## src/rtl/md_sched.sv

```systemverilog
// md_sched: sequencing controller for the EX-stage multiply/divide resources.
// Accepts one MULT/MULTU/DIV/DIVU request at a time and latches its operands.
// It drives the pipelined multiplier and the iterative divider, and requests
// an EX stall while they work. It issues exactly one HI/LO write per accepted
// instruction, aligned with pipeline advance.
//
// state    | meaning
// ---------+------------------------------------------------------------
// IDLE     | no operation in flight, waiting for a request from EX
// MUL_WAIT | operands on the multiplier, counting down its latency
// DIV_BUSY | divider started, waiting for div_ready
// DONE     | result captured, waiting for EX to advance to write HI/LO
module md_sched #(
  parameter int unsigned MUL_LAT = 2
) (
  input  logic        clk,
  input  logic        resetn,
  input  logic        req_valid,
  input  logic [1:0]  req_op,
  input  logic [31:0] req_src1,
  input  logic [31:0] req_src2,
  input  logic        ex_allowin,
  input  logic        flush,
  output logic        stallreq,
  output logic        busy,
  output logic        mul_signed,
  output logic [31:0] mul_ina,
  output logic [31:0] mul_inb,
  input  logic [63:0] mul_result,
  output logic        div_start,
  output logic        div_signed,
  output logic [31:0] div_opdata1,
  output logic [31:0] div_opdata2,
  output logic        div_annul,
  input  logic        div_ready,
  input  logic [63:0] div_result,
  output logic        hilo_we,
  output logic [31:0] hi_wdata,
  output logic [31:0] lo_wdata
);

  typedef enum logic [1:0] {IDLE, MUL_WAIT, DIV_BUSY, DONE} state_t;

  localparam logic [3:0] CNT_INIT = 4'(MUL_LAT - 1);

  state_t      state_q, state_d;
  logic        sgn_q, sgn_d;   // signed operation (op[0] == 0)
  logic [31:0] src1_q, src1_d;
  logic [31:0] src2_q, src2_d;
  logic [31:0] hi_q, hi_d;
  logic [31:0] lo_q, lo_d;
  logic [3:0]  cnt_q, cnt_d;
  logic        stall_raw;

  // State and datapath registers, cleared asynchronously.
  always_ff @(posedge clk or negedge resetn) begin
    if (!resetn) begin
      state_q <= IDLE;
      sgn_q   <= 1'b0;
      src1_q  <= '0;
      src2_q  <= '0;
      hi_q    <= '0;
      lo_q    <= '0;
      cnt_q   <= '0;
    end else begin
      state_q <= state_d;
      sgn_q   <= sgn_d;
      src1_q  <= src1_d;
      src2_q  <= src2_d;
      hi_q    <= hi_d;
      lo_q    <= lo_d;
      cnt_q   <= cnt_d;
    end
  end

  // Next-state, capture and output decode; flush overrides every other event.
  always_comb begin
    state_d     = state_q;
    sgn_d       = sgn_q;
    src1_d      = src1_q;
    src2_d      = src2_q;
    hi_d        = hi_q;
    lo_d        = lo_q;
    cnt_d       = cnt_q;
    stall_raw   = 1'b0;
    mul_signed  = 1'b0;
    mul_ina     = '0;
    mul_inb     = '0;
    div_start   = 1'b0;
    div_signed  = 1'b0;
    div_opdata1 = '0;
    div_opdata2 = '0;
    div_annul   = 1'b0;
    hilo_we     = 1'b0;
    hi_wdata    = '0;
    lo_wdata    = '0;

    case (state_q)
      IDLE: begin
        // The request takes priority over ex_allowin: stalling blocks the advance.
        stall_raw = req_valid & ~flush;
        if (req_valid && !flush) begin
          sgn_d  = ~req_op[0];
          src1_d = req_src1;
          src2_d = req_src2;
          if (!req_op[1]) begin
            state_d = MUL_WAIT;
            cnt_d   = CNT_INIT;
          end else if (req_src2 != 32'd0) begin
            state_d = DIV_BUSY;
          end else begin
            // Divide by zero resolves without touching the divider.
            state_d = DONE;
            hi_d    = req_src1;
            lo_d    = 32'hFFFF_FFFF;
          end
        end
      end
      MUL_WAIT: begin
        stall_raw  = 1'b1;
        mul_signed = sgn_q;
        mul_ina    = src1_q;
        mul_inb    = src2_q;
        if (flush) begin
          state_d = IDLE;
        end else if (cnt_q == 4'd0) begin
          state_d = DONE;
          hi_d    = mul_result[63:32];
          lo_d    = mul_result[31:0];
        end else begin
          cnt_d = cnt_q - 4'd1;
        end
      end
      DIV_BUSY: begin
        stall_raw   = 1'b1;
        div_signed  = sgn_q;
        div_opdata1 = src1_q;
        div_opdata2 = src2_q;
        if (flush) begin
          div_annul = 1'b1;
          state_d   = IDLE;
        end else if (div_ready) begin
          state_d = DONE;
          hi_d    = div_result[63:32];
          lo_d    = div_result[31:0];
        end else begin
          div_start = 1'b1;
        end
      end
      DONE: begin
        // Held here while EX is stalled; a lingering req_valid is ignored.
        hi_wdata = hi_q;
        lo_wdata = lo_q;
        if (flush) begin
          state_d = IDLE;
        end else if (ex_allowin) begin
          hilo_we = 1'b1;
          state_d = IDLE;
        end
      end
      default: state_d = IDLE;
    endcase
  end

  // Keep the stall request quiet while reset is asserted.
  assign stallreq = resetn & stall_raw;
  assign busy     = (state_q != IDLE);

endmodule

```

## config.mk

```make
export PLATFORM = sky130hd
export DESIGN_NAME = md_sched
export DESIGN_NICKNAME = d
export VERILOG_FILES = /design/src/rtl/md_sched.sv
export SDC_FILE = /design/constraint.sdc
export NUM_CORES = 1
export LEC_CHECK = 0
export ABC_AREA = 1
export CELL_PAD_IN_SITES_DETAIL_PLACEMENT = 1
export CELL_PAD_IN_SITES_GLOBAL_PLACEMENT = 1
export CORE_AREA = 5 5 151 153
export CTS_BUF_LIST = sky130_fd_sc_hd__clkbuf_16
export DETAILED_ROUTE_END_ITERATION = 6
export DIE_AREA = 0 0 156 158
export DONT_BUFFER_PORTS = 1
export MAX_ROUTING_LAYER = met4
export PLACE_DENSITY = 0.7
export SKIP_LAST_GASP = 1
export SLEW_MARGIN = 15
export SYNTH_ARGS = -nofsm -noshare
export SYNTH_HDL_FRONTEND = slang
export SYNTH_SLANG_ARGS = --single-unit
export TNS_END_PERCENT = 100
```

## constraint.sdc

```tcl
create_clock -name clk -period 2.07 [get_ports clk]
set_input_delay 0.207 -clock clk [delete_from_list [all_inputs] [get_ports clk]]
set_output_delay 0.207 -clock clk [all_outputs]
set_load 0.02 [all_outputs]
```

### After elaboration in Yosys (flattened, before gate mapping)

Cells that the tools add are included.

| storage, ports and cells | value |
|---|---|
| register bits after elaboration | 135 |
| output and inout bits | 199 |
| word-level logic and storage cells | 88 |

| operators by class | value |
|---|---|
| $add $sub $neg | 1 |
| equality and inequality tests | 15 |
| muxes and demuxes | 48 |
| bitwise gates (word level) | 4 |
| reductions and logical operators | 13 |

Operators by type and width:

| cell | number |
|---|---|
| 32-bit 2-to-1 mux | 20 |
| 32-bit one-hot mux with 3 select lines | 2 |
| 32-bit nonzero test | 1 |
| 2-bit != test, second input constant | 9 |
| 2-bit 2-to-1 mux | 8 |
| 4-bit 2-to-1 mux | 4 |
| 1-bit 2-to-1 mux | 11 |
| 3-bit != test, second input constant | 3 |
| 2-bit one-hot mux with 4 select lines | 1 |
| 4-bit one-hot mux with 2 select lines | 1 |
| 8-bit AND reduction | 1 |
| 5-bit AND reduction | 1 |
| 2-bit == test, second input constant | 2 |
| 4-bit logical NOT | 1 |
| 4-bit AND reduction | 1 |
| 2-bit nonzero test | 2 |
| 4-bit by 1-bit subtractor with 4-bit output, second input constant | 1 |
| 3-bit nonzero test | 1 |
| 1-bit bitwise AND | 2 |
| 2-bit by 1-bit == test with 1-bit output, second input constant | 1 |
| 2-bit logical NOT | 1 |
| 1-bit NOT | 2 |
| 1-bit one-hot mux with 2 select lines | 1 |
| 2-bit AND reduction | 1 |
| other kinds (3) | 3 |

### Longest topological paths before layout

Gate-level depths: netlist of run 1.

| depth | value |
|---|---|
| depth after elaboration | 5 |
| mapped depth | 11 |
| mapped depth without buffers | 10 |

### Worst setup path after synthesis of run 1

No wires, ideal clock.

| timing path | value |
|---|---|
| path type | reg-to-output |
| start point | reg state_q[0] |
| end point | out div_opdata1[0] |
| arrival time | 1.578 ns |
| setup slack | 0.285 ns |
| cell stages (with the launch flop) | 9 |
| path buffers | 4 |
| path through | dfrtp_1 -> inv_1 -> ha_1 -> buf_2 -> buf_2 -> clkbuf_1 -> buf_2 -> nand2_1 -> inv_1 |

| on the way | value |
|---|---|
| word-level cells in the longest chain between the ends | 2 |

Ends and longest elaborated chain:

| element | RTL line | RTL |
|---|---|---|
| from (decl) | 46 | `state_t state_q, state_d;` |
| from (signal assigned) | 66 | `state_q <= state_d;` |
| 2-bit == test | 98 | `case (state_q)` |
| 32-bit 2-to-1 mux | 98 |  |
| to (decl) | 32 | `output logic [31:0] div_opdata1,` |

No other way between the ends.

### Final worst setup path of run 1

| timing path | value |
|---|---|
| start point | reg state_q[0] |
| end point | out mul_ina[16] |

| on the way | value |
|---|---|
| word-level cells in the longest chain between the ends | 2 |

Ends and longest elaborated chain:

| element | RTL line | RTL |
|---|---|---|
| 2-bit by 1-bit == test with 1-bit output | 98 |  |
| 32-bit 2-to-1 mux | 98 |  |
| to (decl) | 27 | `output logic [31:0] mul_ina,` |

No other way between the ends.

==> metrics.md, run 1 <==
| Metric | Value |
|---|---|
| Result of the run | finished with violations |
| Violations in the final reports | negative hold slack |
| Die height | 158 um |
| Site row count | 54 |
| Half-perimeter wire length after placement | 20.2 mm |
| FF-to-FF Start | state_q[0] |
| Clock transition time at the flip-flop clock pins of the worst setup and hold paths | 0.07 ns |
| Critical path class | flop to primary output |
| Setup-violating endpoint count in the final report | 0 |
| Number of buffers and inverters on the critical path | 4 |
| Maximum root-to-sink buffer count | 2 |
| Most common cell after layout, fill and taps aside | sky130_fd_sc_hd__nand2_1 |
| Average cell area after synthesis | 7.24 sq um |
| Area share of the largest cell type after synthesis | 41.6% |
| Number of nets in the layout | 1371 |
| Largest net degree at the start of global routing | 137 |
| Detail-routed net length per standard cell | ~21 um |
| Worst setup EP type | primary output |
| Critical Path Start | state_q[0] |
| Library cell with the largest summed area after synthesis | sky130_fd_sc_hd__dfrtp_1 |
| Met1 Use GR | 27.5% |
| Count of endpoints failing hold in the final timing report | between 100 and 150 |
| Number of maximum-capacitance violations | 0 |
| Number of antenna-violating nets in the routed design | 0 |
| TritonRoute pass-1 iters | 4 |
| Worst-path cell chain | buf_4, ha_4, buf_12, buf_16, nand2_1, inv_1 |
| DRT iter0 DRCs | 342 |
| Met2 usage | 41.3% |
| Post-placement cell count | 1352 |
| Max frequency | 0.498 GHz |
| Final non-filler cell total | 1458 |
| Remaining global-route overflow | 0 |
| Final max-slew violation count | 0 |
| Starting utilization of the core area | 37.9% |
| Path category of the worst min-delay check | input port to asynchronous set/reset pin |
| Top Ports | about 400 |
| Static Leakage | approximately 5.8 nW |
| GR peak layer | met2 |
| Kind of start point of the critical path | flop |
| Routability cong. | 0.857 |
| Number of distinct library cells after synthesis | 26 |
| Power per Cell Area | 1950 mW/mm^2 |
| Vias after detailed routing | 7570 |
| Wire length reported by the detailed router | between 30 and 40 mm |
| Fin Clk Skew | roughly 0.011 ns |
| Reg2reg setup slack | 0.07 ns |
| Input/output buffers | 0 |
| Top area cells in the synthesized netlist | sky130_fd_sc_hd__dfrtp_1, sky130_fd_sc_hd__nand2_1, sky130_fd_sc_hd__inv_1 |
| Total DRC errors in the routed layout | 0 |
| Gate family responsible for the most delay along the worst path | buffers and inverters |
| Global-route total usage across every layer | 24.1% |
| Worst-case hold slack | -0.528 ns |
| Number of warnings reported in the yosys synthesis log | 0 |
| Clock buffer count from CTS | 17 |
| Final critical-path share of the clock period | 96.9% |
| Critical path required time | between 1.5 and 2 ns |
| H-tree Lvls | 4 |
| Data arrival at the endpoint of the critical path | 1.80 ns |
| Layout Area Growth over Synthesis | 21.0% |
| Synthesized instance count | about 1100 |
| Critical path peak fanout | 36 |
| Clock sink count | approximately 140 |
| Number of antenna violations at the first check in global routing | 0 |
| Post-Synthesis Cell Area | 0.00812 sq mm |
| Area of the die | approximately 0.025 sq mm |
| Worst-path cell with the longest stage delay | sky130_fd_sc_hd__dfrtp_1 |
| Core region area | about 0.021 sq mm |
| Number of inserted filler cells in the final layout | 2646 |
| Number of register bits inferred by synthesis | 135 |
| Largest stage delay, worst path | between 0.4 and 0.5 ns |
| CTS tree | yes |
| Number of buffers added to fix hold violations after cts | 64 |
| Wire length of the first global-routing pass | about 45 mm |
| Ant. Diodes | 0 |
| Met3 usage in global routing | between 6 and 7% |
| Cell chosen for the clock root | sky130_fd_sc_hd__clkbuf_16 |
| VDD IR-drop max | ~700 uV |
| Clock latency on the worst-skew pair | 0.42 ns |
| Min Clock Period, post-route | ~2 ns |
| Portion of the post-synthesis area used by sequential elements | 41.6% |
| Highest-count cells in the layout ignoring fill and taps | sky130_fd_sc_hd__nand2_1, sky130_fd_sc_hd__inv_1, sky130_fd_sc_hd__dfrtp_1 |
| Vias in the first global route | 8138 |
| DR vias/cell | 5.19 |
| Setup TNS | 0 ns |
| Syn Nets | 1328 |
| Proportion of layout cells with a drive suffix above 1 | between 10% and 20% |
| Slew Limit Headroom | around 69% |
| Horizontal extent of the die | between 150 and 200 um |
| Tightest Pin Transition | 0.460 ns |
power by group:
group	total, W	internal (W)	leakage, nW	switching (W)
clock	0.00291	0.00165	0.259	0.00126
combinational	0.0113	0.00379	3.93	0.00749
sequential	0.00500	0.00401	1.65	0.000993
total	0.0192	0.00945	5.83	0.00975
sequential cells by signal, indices dropped and copies added, names as in the netlist:
register,count
cnt_q,4
src1_q,32
hi_q,32
lo_q,32
sgn_q,1
state_q,2
src2_q,32
kinds of logic (layout without fill, tap and decap cells):
family / count (synthesis) / count (layout) / share of synthesized area, %
and+or+nand+nor: 520 / 520 / 25.4
buffers and inverters: 288 / 344 / 14.6
DFF: 135 / 135 / 41.6
AOI/OAI and AO/OA: 114 / 114 / 9.29
muxes: 58 / 58 / 8.05
adders and majority gates: 6 / 6 / 0.925
xor gates and xnor gates: 1 / 1 / 0.108
path summary, 6_finish.rpt:
check / cells after the start / endpoint
max: 6 / mul_ina[16]
min: 0 / src1_q[23]
max reg2reg: 10 / lo_q[4]
min reg2reg: 2 / hi_q[11]
max in group asynchronous: 0 / lo_q[1]
min in group clk: 2 / src1_q[2]
per-stage QoR:
stage                     area [sq um]  power (W)  setup slack (ns)  utilization [%]
after floorplan                   8120     0.0130             0.285                -
after detailed placement          8400     0.0156            0.0433             39.2
after global routing              9820     0.0207           -0.0111             45.9
after CTS                         9670     0.0189           -0.0391             45.2
after global placement            8400     0.0153             0.157             39.2
final                             9820     0.0192            0.0634             45.9
synthesized netlist by cell type, drive strengths merged:
master and n:
nor2 54, nand3 69, ha 6, nor3 4, a21oi 61, nand2 391
a21boi 2, a221o 32, inv 213, dfrtp 135, nand4 2, clkbuf 23
buf 52, o21ai 13, a22oi 6, mux2 58, xor2 1
what timing repair did:
| action | 4_1_cts | 5_1_grt |
|---|---|---|
| setup endpoints to repair | 48 | 127 |
| gates resized for setup | 9 | 8 |
| pin swaps | 1 | 2 |
| buffers inserted | 1 | 6 |
| cloned | 1 | 2 |
| endpoints found under the hold margin | 199 | 135 |
layout make-up:
| cell class | count | area [sq um] | share of cell area [%] |
|---|---|---|---|
| Sequential cell | 135 | 3380 | 34.4 |
| Multi-Input combinational cell | 699 | 3610 | 36.8 |
| Tap cell | 280 | 350 | 3.57 |
| Inverter | 213 | 800 | 8.14 |
| Timing Repair Buffer | 99 | 1130 | 11.5 |
| Clock buffer | 17 | 425 | 4.33 |
| Clock inverter | 15 | 128 | 1.30 |
routing by layer:
layer | share of wire (%) | routed length (um)
met4 | 2.3 | 711
met2 | 51 | 15500
met1 | 40 | 12200
met5 | 0 | 0
met3 | 6.1 | 1850
Note: power is estimated with default switching activity, not from simulation.
==> inputs of run 2 (changes only) <==
--- a/config.mk
+++ b/config.mk
@@ -15,6 +15,7 @@
 export DONT_BUFFER_PORTS = 1
 export MAX_ROUTING_LAYER = met4
 export PLACE_DENSITY = 0.7
+export SETUP_SLACK_MARGIN = 0.1
 export SKIP_LAST_GASP = 1
 export SLEW_MARGIN = 15
 export SYNTH_ARGS = -nofsm -noshare
==> run 2 against run 1 <==
Net effect:
- the run still ends with negative hold slack left
- count of clock-buffer cells in the layout is the same
- setup slack better by 0.0074 ns
- via count rose by 3.6%
- hold slack got worse by 0.0082 ns
- sequential power is 2% higher
- critical path type unchanged
- critical endpoint is now mul_inb[15]
- critical path depth stayed put
- clock skew is 0.00068 ns higher
- maximum frequency grew 0.37%
- first-iteration DRC count fell by 2.0%
- clock power hardly changed
- wire length is 10% higher
- total power increased by 11%
- largest power group unchanged
==> metrics.md, run 2 (synthesis gave the netlist of run 1 again) <==
| Metric | Value |
|---|---|
| Starting utilization of the core area | 37.9% |
| Number of inserted filler cells in the final layout | 2603 |
| Horizontal extent of the die | 156 um |
| Tightest Pin Transition | 0.482 ns |
| Reg2reg setup slack | 0.11 ns |
| Number of buffers added to fix hold violations after cts | between 60 and 70 |
| Layout Area Growth over Synthesis | 29.0% |
| Input/output buffers | 0 |
| VDD IR-drop max | 791 uV |
| Worst-case hold slack | -0.536 ns |
| Final max-slew violation count | 0 |
| Largest net degree at the start of global routing | 137 |
| DR vias/cell | 5.31 |
| Worst-path cell chain | inv_2, ha_4, buf_4, buf_16, nand2_1, inv_1 |
| Worst setup EP type | primary output |
| Critical path class | flop to primary output |
| Vias in the first global route | 8260 |
| Area of all placed cells without fillers | 0.0105 sq mm |
| Clock latency on the worst-skew pair | roughly 0.43 ns |
| Static Leakage | ~5.9 nW |
| Proportion of layout cells with a drive suffix above 1 | about a quarter |
| Number of antenna-violating nets in the routed design | 0 |
| Routed wl met3 | roughly 2 mm |
| Wire length reported by the detailed router | roughly 33 mm |
| Cell chosen for the clock root | sky130_fd_sc_hd__clkbuf_16 |
| Most common cell after layout, fill and taps aside | sky130_fd_sc_hd__nand2_1 |
| Die height | 158 um |
| Ant. Diodes | 0 |
| Setup-violating endpoint count in the final report | 0 |
| Violations in the final reports | negative hold slack |
| Result of the run | finished with violations |
| Top Ports | between 300 and 400 |
| Post-place instance area | between 0.008 and 0.009 sq mm |
| Maximum root-to-sink buffer count | 2 |
| Metal2 WL | 17.2 mm |
| Number of maximum-capacitance violations | 0 |
| Site row count | 54 |
| Detail-routed net length per standard cell | 22.6 um |
| Critical Path Start | state_q[1] |
| Largest stage delay, worst path | 0.41 ns |
| CTS tree | yes |
| Critical path peak fanout | 30 |
| DR top layer | met4 |
| Data arrival at the endpoint of the critical path | 1.79 ns |
| Highest-count cells in the layout ignoring fill and taps | sky130_fd_sc_hd__nand2_1, sky130_fd_sc_hd__dfrtp_1, sky130_fd_sc_hd__inv_1 |
| Power per Cell Area | 2040 mW/mm^2 |
| Half-perimeter wire length after placement | 20.2 mm |
| Worst-path cell with the longest stage delay | sky130_fd_sc_hd__dfrtp_1 |
| Core region area | about 0.021 sq mm |
| Global-route total usage across every layer | 25.0% |
| Number of nets in the layout | 1391 |
| Critical path required time | 1.86 ns |
| FF-to-FF Start | state_q[1] |
| DRT iter0 DRCs | 335 |
| RSZ-0062 raised after global routing | true |
| Total DRC errors in the routed layout | 0 |
| Min Clock Period, post-route | 2.00 ns |
| WL met1 | approximately 13 mm |
| Fin Clk Skew | roughly 0.011 ns |
| Path category of the worst min-delay check | input port to asynchronous set/reset pin |
| Final critical-path share of the clock period | 96.6% |
| Count of endpoints failing hold in the final timing report | 135 |
| Area of the die | 0.0246 sq mm |
| Number of antenna violations at the first check in global routing | 0 |
| Remaining global-route overflow | 0 |
| Setup TNS | 0 ns |
| Clock buffer count from CTS | 17 |
| Routability cong. | 0.857 |
| Clock sink count | 135 |
| Clock transition time at the flip-flop clock pins of the worst setup and hold paths | roughly 0.07 ns |
| Slew Limit Headroom | 67.8% |
| H-tree Lvls | 4 |
| Max frequency | 0.500 GHz |
| TritonRoute pass-1 iters | 5 |
| Kind of start point of the critical path | flop |
| Vias after detailed routing | 7843 |
| Wire length of the first global-routing pass | between 40 and 50 mm |
[run 2: changes by cell type in the layout (fill, tap and decap cells not counted), moves of 6 or more]
cell / change
sky130_fd_sc_hd__nand2_2: +26
sky130_fd_sc_hd__clkbuf_16: +6
sky130_fd_sc_hd__inv_1: -82
sky130_fd_sc_hd__nand2_4: +17
sky130_fd_sc_hd__inv_2: +82
sky130_fd_sc_hd__nand2_1: -44
sky130_fd_sc_hd__buf_6: +7
[run 2: repair_timing]
action	CTS	global route
resized for setup	24	162
buffers inserted	5	8
hold endpoints to repair	199	135
endpoints found under the setup margin	197	225
pin swaps	3	8
cloned	5	14
[run 2: area by class of cell]
class	instances	area (sq um)	share of cell area, %
clock buffer	17	425	4.06
clock inverter	15	128	1.22
inverter	213	800	7.64
multi-input combinational	700	3870	36.9
sequential	135	3380	32.3
tap	280	350	3.35
timing repair buffer	118	1520	14.5
[run 2: layer usage]
metal | up-vias | GRT usage (%)
met5 | - | -
met4 | 0 | 8.30
met3 | 62 | 6.23
met2 | 342 | 42.8
met1 | 3872 | 28.7
li1 | 3567 | -
[run 2: final timing paths]
check                           cells after the start          end
worst max-delay path                                6  mul_inb[15]
worst min-delay path                                0   src1_q[23]
worst max register to register                     11      lo_q[8]
worst min register to register                      2     lo_q[29]
max in group asynchronous                           0     lo_q[30]
min in group clk                                    2    src1_q[2]
[run 2: where the power goes]
| group | switching (W) | total, W | internal [W] | leakage [nW] |
|---|---|---|---|---|
| clock network | 0.00128 | 0.00293 | 0.00165 | 0.259 |
| registers | 0.00109 | 0.00510 | 0.00401 | 1.65 |
| logic | 0.00846 | 0.0133 | 0.00487 | 4.03 |
| total | 0.0108 | 0.0214 | 0.0105 | 5.93 |
[run 2: worst max-delay path, delay by kind of cell (launching register included)]
kind	cells	cell delay, ns
adder cells (fa/ha/maj)	1	0.22
buffers and inverters	4	0.63
flip-flops	1	0.41
AND/OR/NAND/NOR	1	0.08
[run 2: per-stage QoR]
step	power (W)	setup slack [ns]	instances	hold slack [ns]	util, %
floorplan	0.0130	0.285	1122	-0.0886	-
global placement	0.0153	0.157	1352	-0.0846	39.2
finish	0.0214	0.0708	1478	-0.536	48.9
global route	0.0228	0.0247	1478	-0.560	48.9
detailed placement	0.0156	0.0433	1352	-0.0853	39.2
CTS	0.0194	0.0636	1458	-0.547	46.2
==> inputs of run 3 (changes only) <==
--- a/config.mk
+++ b/config.mk
@@ -15,6 +15,7 @@
 export DONT_BUFFER_PORTS = 1
 export MAX_ROUTING_LAYER = met4
 export PLACE_DENSITY = 0.7
+export REMOVE_ABC_BUFFERS = 1
 export SETUP_SLACK_MARGIN = 0.1
 export SKIP_LAST_GASP = 1
 export SLEW_MARGIN = 15
==> run 3 against run 2 <==
Net effect:
- the flow still finishes with violations (negative hold slack)
- setup slack got worse by 0.0095 ns
- register-to-register slack got worse by 0.05 ns
- combinational power rose by 5%
- sequential power fell by 2%
- design area rose by 0.97%
- sequential share of layout area fell by 0.31 points
- non-clock buffer count rose by 16
- utilization rose by 0.47 points
- clock power fell by 5%
- total power rose by 2.2%
- critical path depth rose by 4
- highest routed layer unchanged
==> metrics.md, run 3 (synthesis gave the netlist of run 1 again) <==
| Metric | Value |
|---|---|
| RSZ-0062 raised after global routing | true |
| DR vias/cell | 5.24 |
| Area of all placed cells without fillers | 0.0106 sq mm |
| Violations in the final reports | negative hold slack |
| CTS tree | yes |
| Most common cell after layout, fill and taps aside | sky130_fd_sc_hd__nand2_1 |
| Number of antenna violations at the first check in global routing | 2 |
| Largest net degree at the start of global routing | 137 |
| Core utilization of the finished layout | 49.4% |
| Power per Cell Area | 2070 mW/mm^2 |
| Wire length of the first global-routing pass | 45.8 mm |
| Half-perimeter wire length after placement | 20.6 mm |
| Max frequency | between 0.4 and 0.5 GHz |
| Die height | between 150 and 200 um |
| Clock sink count | approximately 140 |
| Tightest Pin Transition | approximately 0.33 ns |
| VDD IR-drop max | between 700 and 800 uV |
| Clock latency on the worst-skew pair | between 0.4 and 0.5 ns |
| TritonRoute pass-1 iters | 4 |
| Proportion of layout cells with a drive suffix above 1 | 22.4% |
| Total DRC errors in the routed layout | 0 |
| Cell chosen for the clock root | sky130_fd_sc_hd__clkbuf_16 |
| Number of nets in the layout | 1406 |
| Final max-slew violation count | 0 |
| Remaining global-route overflow | 0 |
| Vias after detailed routing | 7838 |
| Core region area | roughly 0.021 sq mm |
| H-tree Lvls | 4 |
| Setup-violating endpoint count in the final report | 0 |
| Final critical-path share of the clock period | 97.0% |
| Input/output buffers | 0 |
| Reg2reg setup slack | 0.06 ns |
| Vias in the first global route | 8028 |
| Number of antenna-violating nets in the routed design | 0 |
| Post-place instance area | 0.00844 sq mm |
| Data arrival at the endpoint of the critical path | approximately 2.3 ns |
| Slew Limit Headroom | between 70 and 80% |
| Kind of start point of the critical path | flop |
| Site row count | 54 |
| Total power of the final layout | approximately 0.022 W |
| Area of the die | 0.0246 sq mm |
| Clock buffer count from CTS | 17 |
| Static Leakage | 6.03 nW |
| Min Clock Period, post-route | roughly 2 ns |
| Result of the run | finished with violations |
| DRT iter0 DRCs | 366 |
| Detail-routed net length per standard cell | about 23 um |
| Critical path required time | 2.38 ns |
| Wire length reported by the detailed router | 34.4 mm |
| Path category of the worst min-delay check | input port to asynchronous set/reset pin |
| Starting utilization of the core area | 37.9% |
| Top Ports | between 300 and 400 |
| Number of inserted filler cells in the final layout | 2619 |
| Critical path peak fanout | 22 |
| Count of endpoints failing hold in the final timing report | ~140 |
| Maximum root-to-sink buffer count | 2 |
| Number of buffers added to fix hold violations after cts | 66 |
| Clock transition time at the flip-flop clock pins of the worst setup and hold paths | 0.07 ns |
| Global-route total usage across every layer | 24.9% |
| Worst setup EP type | flop |
| Worst-case hold slack | -0.524 ns |
| Number of maximum-capacitance violations | 0 |
| Fin Clk Skew | 0.0135 ns |
| Layout Area Growth over Synthesis | 30.2% |
| Critical path class | flop to flop |
| Highest-count cells in the layout ignoring fill and taps | sky130_fd_sc_hd__nand2_1, sky130_fd_sc_hd__inv_1, sky130_fd_sc_hd__dfrtp_1 |
| Horizontal extent of the die | 156 um |
| Routability cong. | 0.808 |
[run 3: changes by cell type in the layout (fill, tap and decap cells not counted), moves of 5 or more]
cell                        before  now
sky130_fd_sc_hd__buf_4          17   30
sky130_fd_sc_hd__nand2_1       345  360
sky130_fd_sc_hd__clkbuf_16      25   30
sky130_fd_sc_hd__nand2_2        28   23
sky130_fd_sc_hd__buf_6          10    5
sky130_fd_sc_hd__inv_4           0    9
sky130_fd_sc_hd__inv_2          90   65
sky130_fd_sc_hd__inv_1         124  141
sky130_fd_sc_hd__nand2_4        17    8
[run 3: what timing repair did]
item | CTS | global route
gates cloned | 5 | 16
buffers inserted | 7 | 14
hold endpoints to repair | 201 | 135
resized for setup | 33 | 107
endpoints found under the setup margin | 136 | 191
pin swaps | 3 | 5
[run 3: where the power goes]
part           total (W)  switching, W  internal [W]
sequential       0.00502       0.00101       0.00401
clock            0.00279       0.00126       0.00153
combinational     0.0140       0.00869       0.00534
total             0.0218        0.0110        0.0109
[run 3: worst paths after layout]
| check | end | startpoint | cells past startpoint |
|---|---|---|---|
| setup / recovery | hi_q[6] | state_q[1] | 10 |
| hold / removal | src2_q[23] | resetn | 0 |
| setup reg to reg | hi_q[6] | state_q[1] | 10 |
| hold reg to reg | lo_q[15] | lo_q[15] | 2 |
| max in group asynchronous | cnt_q[1] | resetn | 0 |
| min in group clk | state_q[0] | req_op[1] | 3 |
[run 3: area by class of cell]
class	count	area, sq um	share of cell area (%)
flip-flops and latches	135	3380	32.0
clock inverters	15	105	0.994
multi-input cells	699	3750	35.5
clock buffers	17	425	4.02
well taps	280	350	3.31
inverters	213	822	7.78
repair buffers	134	1740	16.4
diodes	2	5.00	0.0473
[run 3: routing by layer]
layer	GRT usage, %	vias up	wire [um]	share of wire (%)
met3	5.82	33	2250	6.5
met2	41.8	325	17700	52
met5	-	-	0	0
met4	8.17	0	580	1.7
li1	-	3606	-	-
met1	29.5	3874	13800	40
[run 3: worst max-delay path, stage by stage, from the launching register on]
cell,delay [ns]
sky130_fd_sc_hd__dfrtp_1,0.41
sky130_fd_sc_hd__inv_2,0.12
sky130_fd_sc_hd__ha_4,0.27
sky130_fd_sc_hd__inv_4,0.08
sky130_fd_sc_hd__nand2_4,0.09
sky130_fd_sc_hd__o21ai_4,0.06
sky130_fd_sc_hd__nor3_4,0.32
sky130_fd_sc_hd__nand2_4,0.18
sky130_fd_sc_hd__clkbuf_16,0.23
sky130_fd_sc_hd__nand2_1,0.07
sky130_fd_sc_hd__nand2_1,0.05
[run 3: stage by stage]
step	hold WS, ns	instances	setup TNS (ns)	setup WS, ns
floorplan	-0.0886	1047	-480.53	-4.51
global placement	-0.0840	1353	0	0.203
detailed placement	-0.0842	1353	0	0.116
CTS	-0.543	1463	0	0.0234
global route	-0.551	1495	-0.683	-0.0400
finish	-0.524	1495	0	0.0613
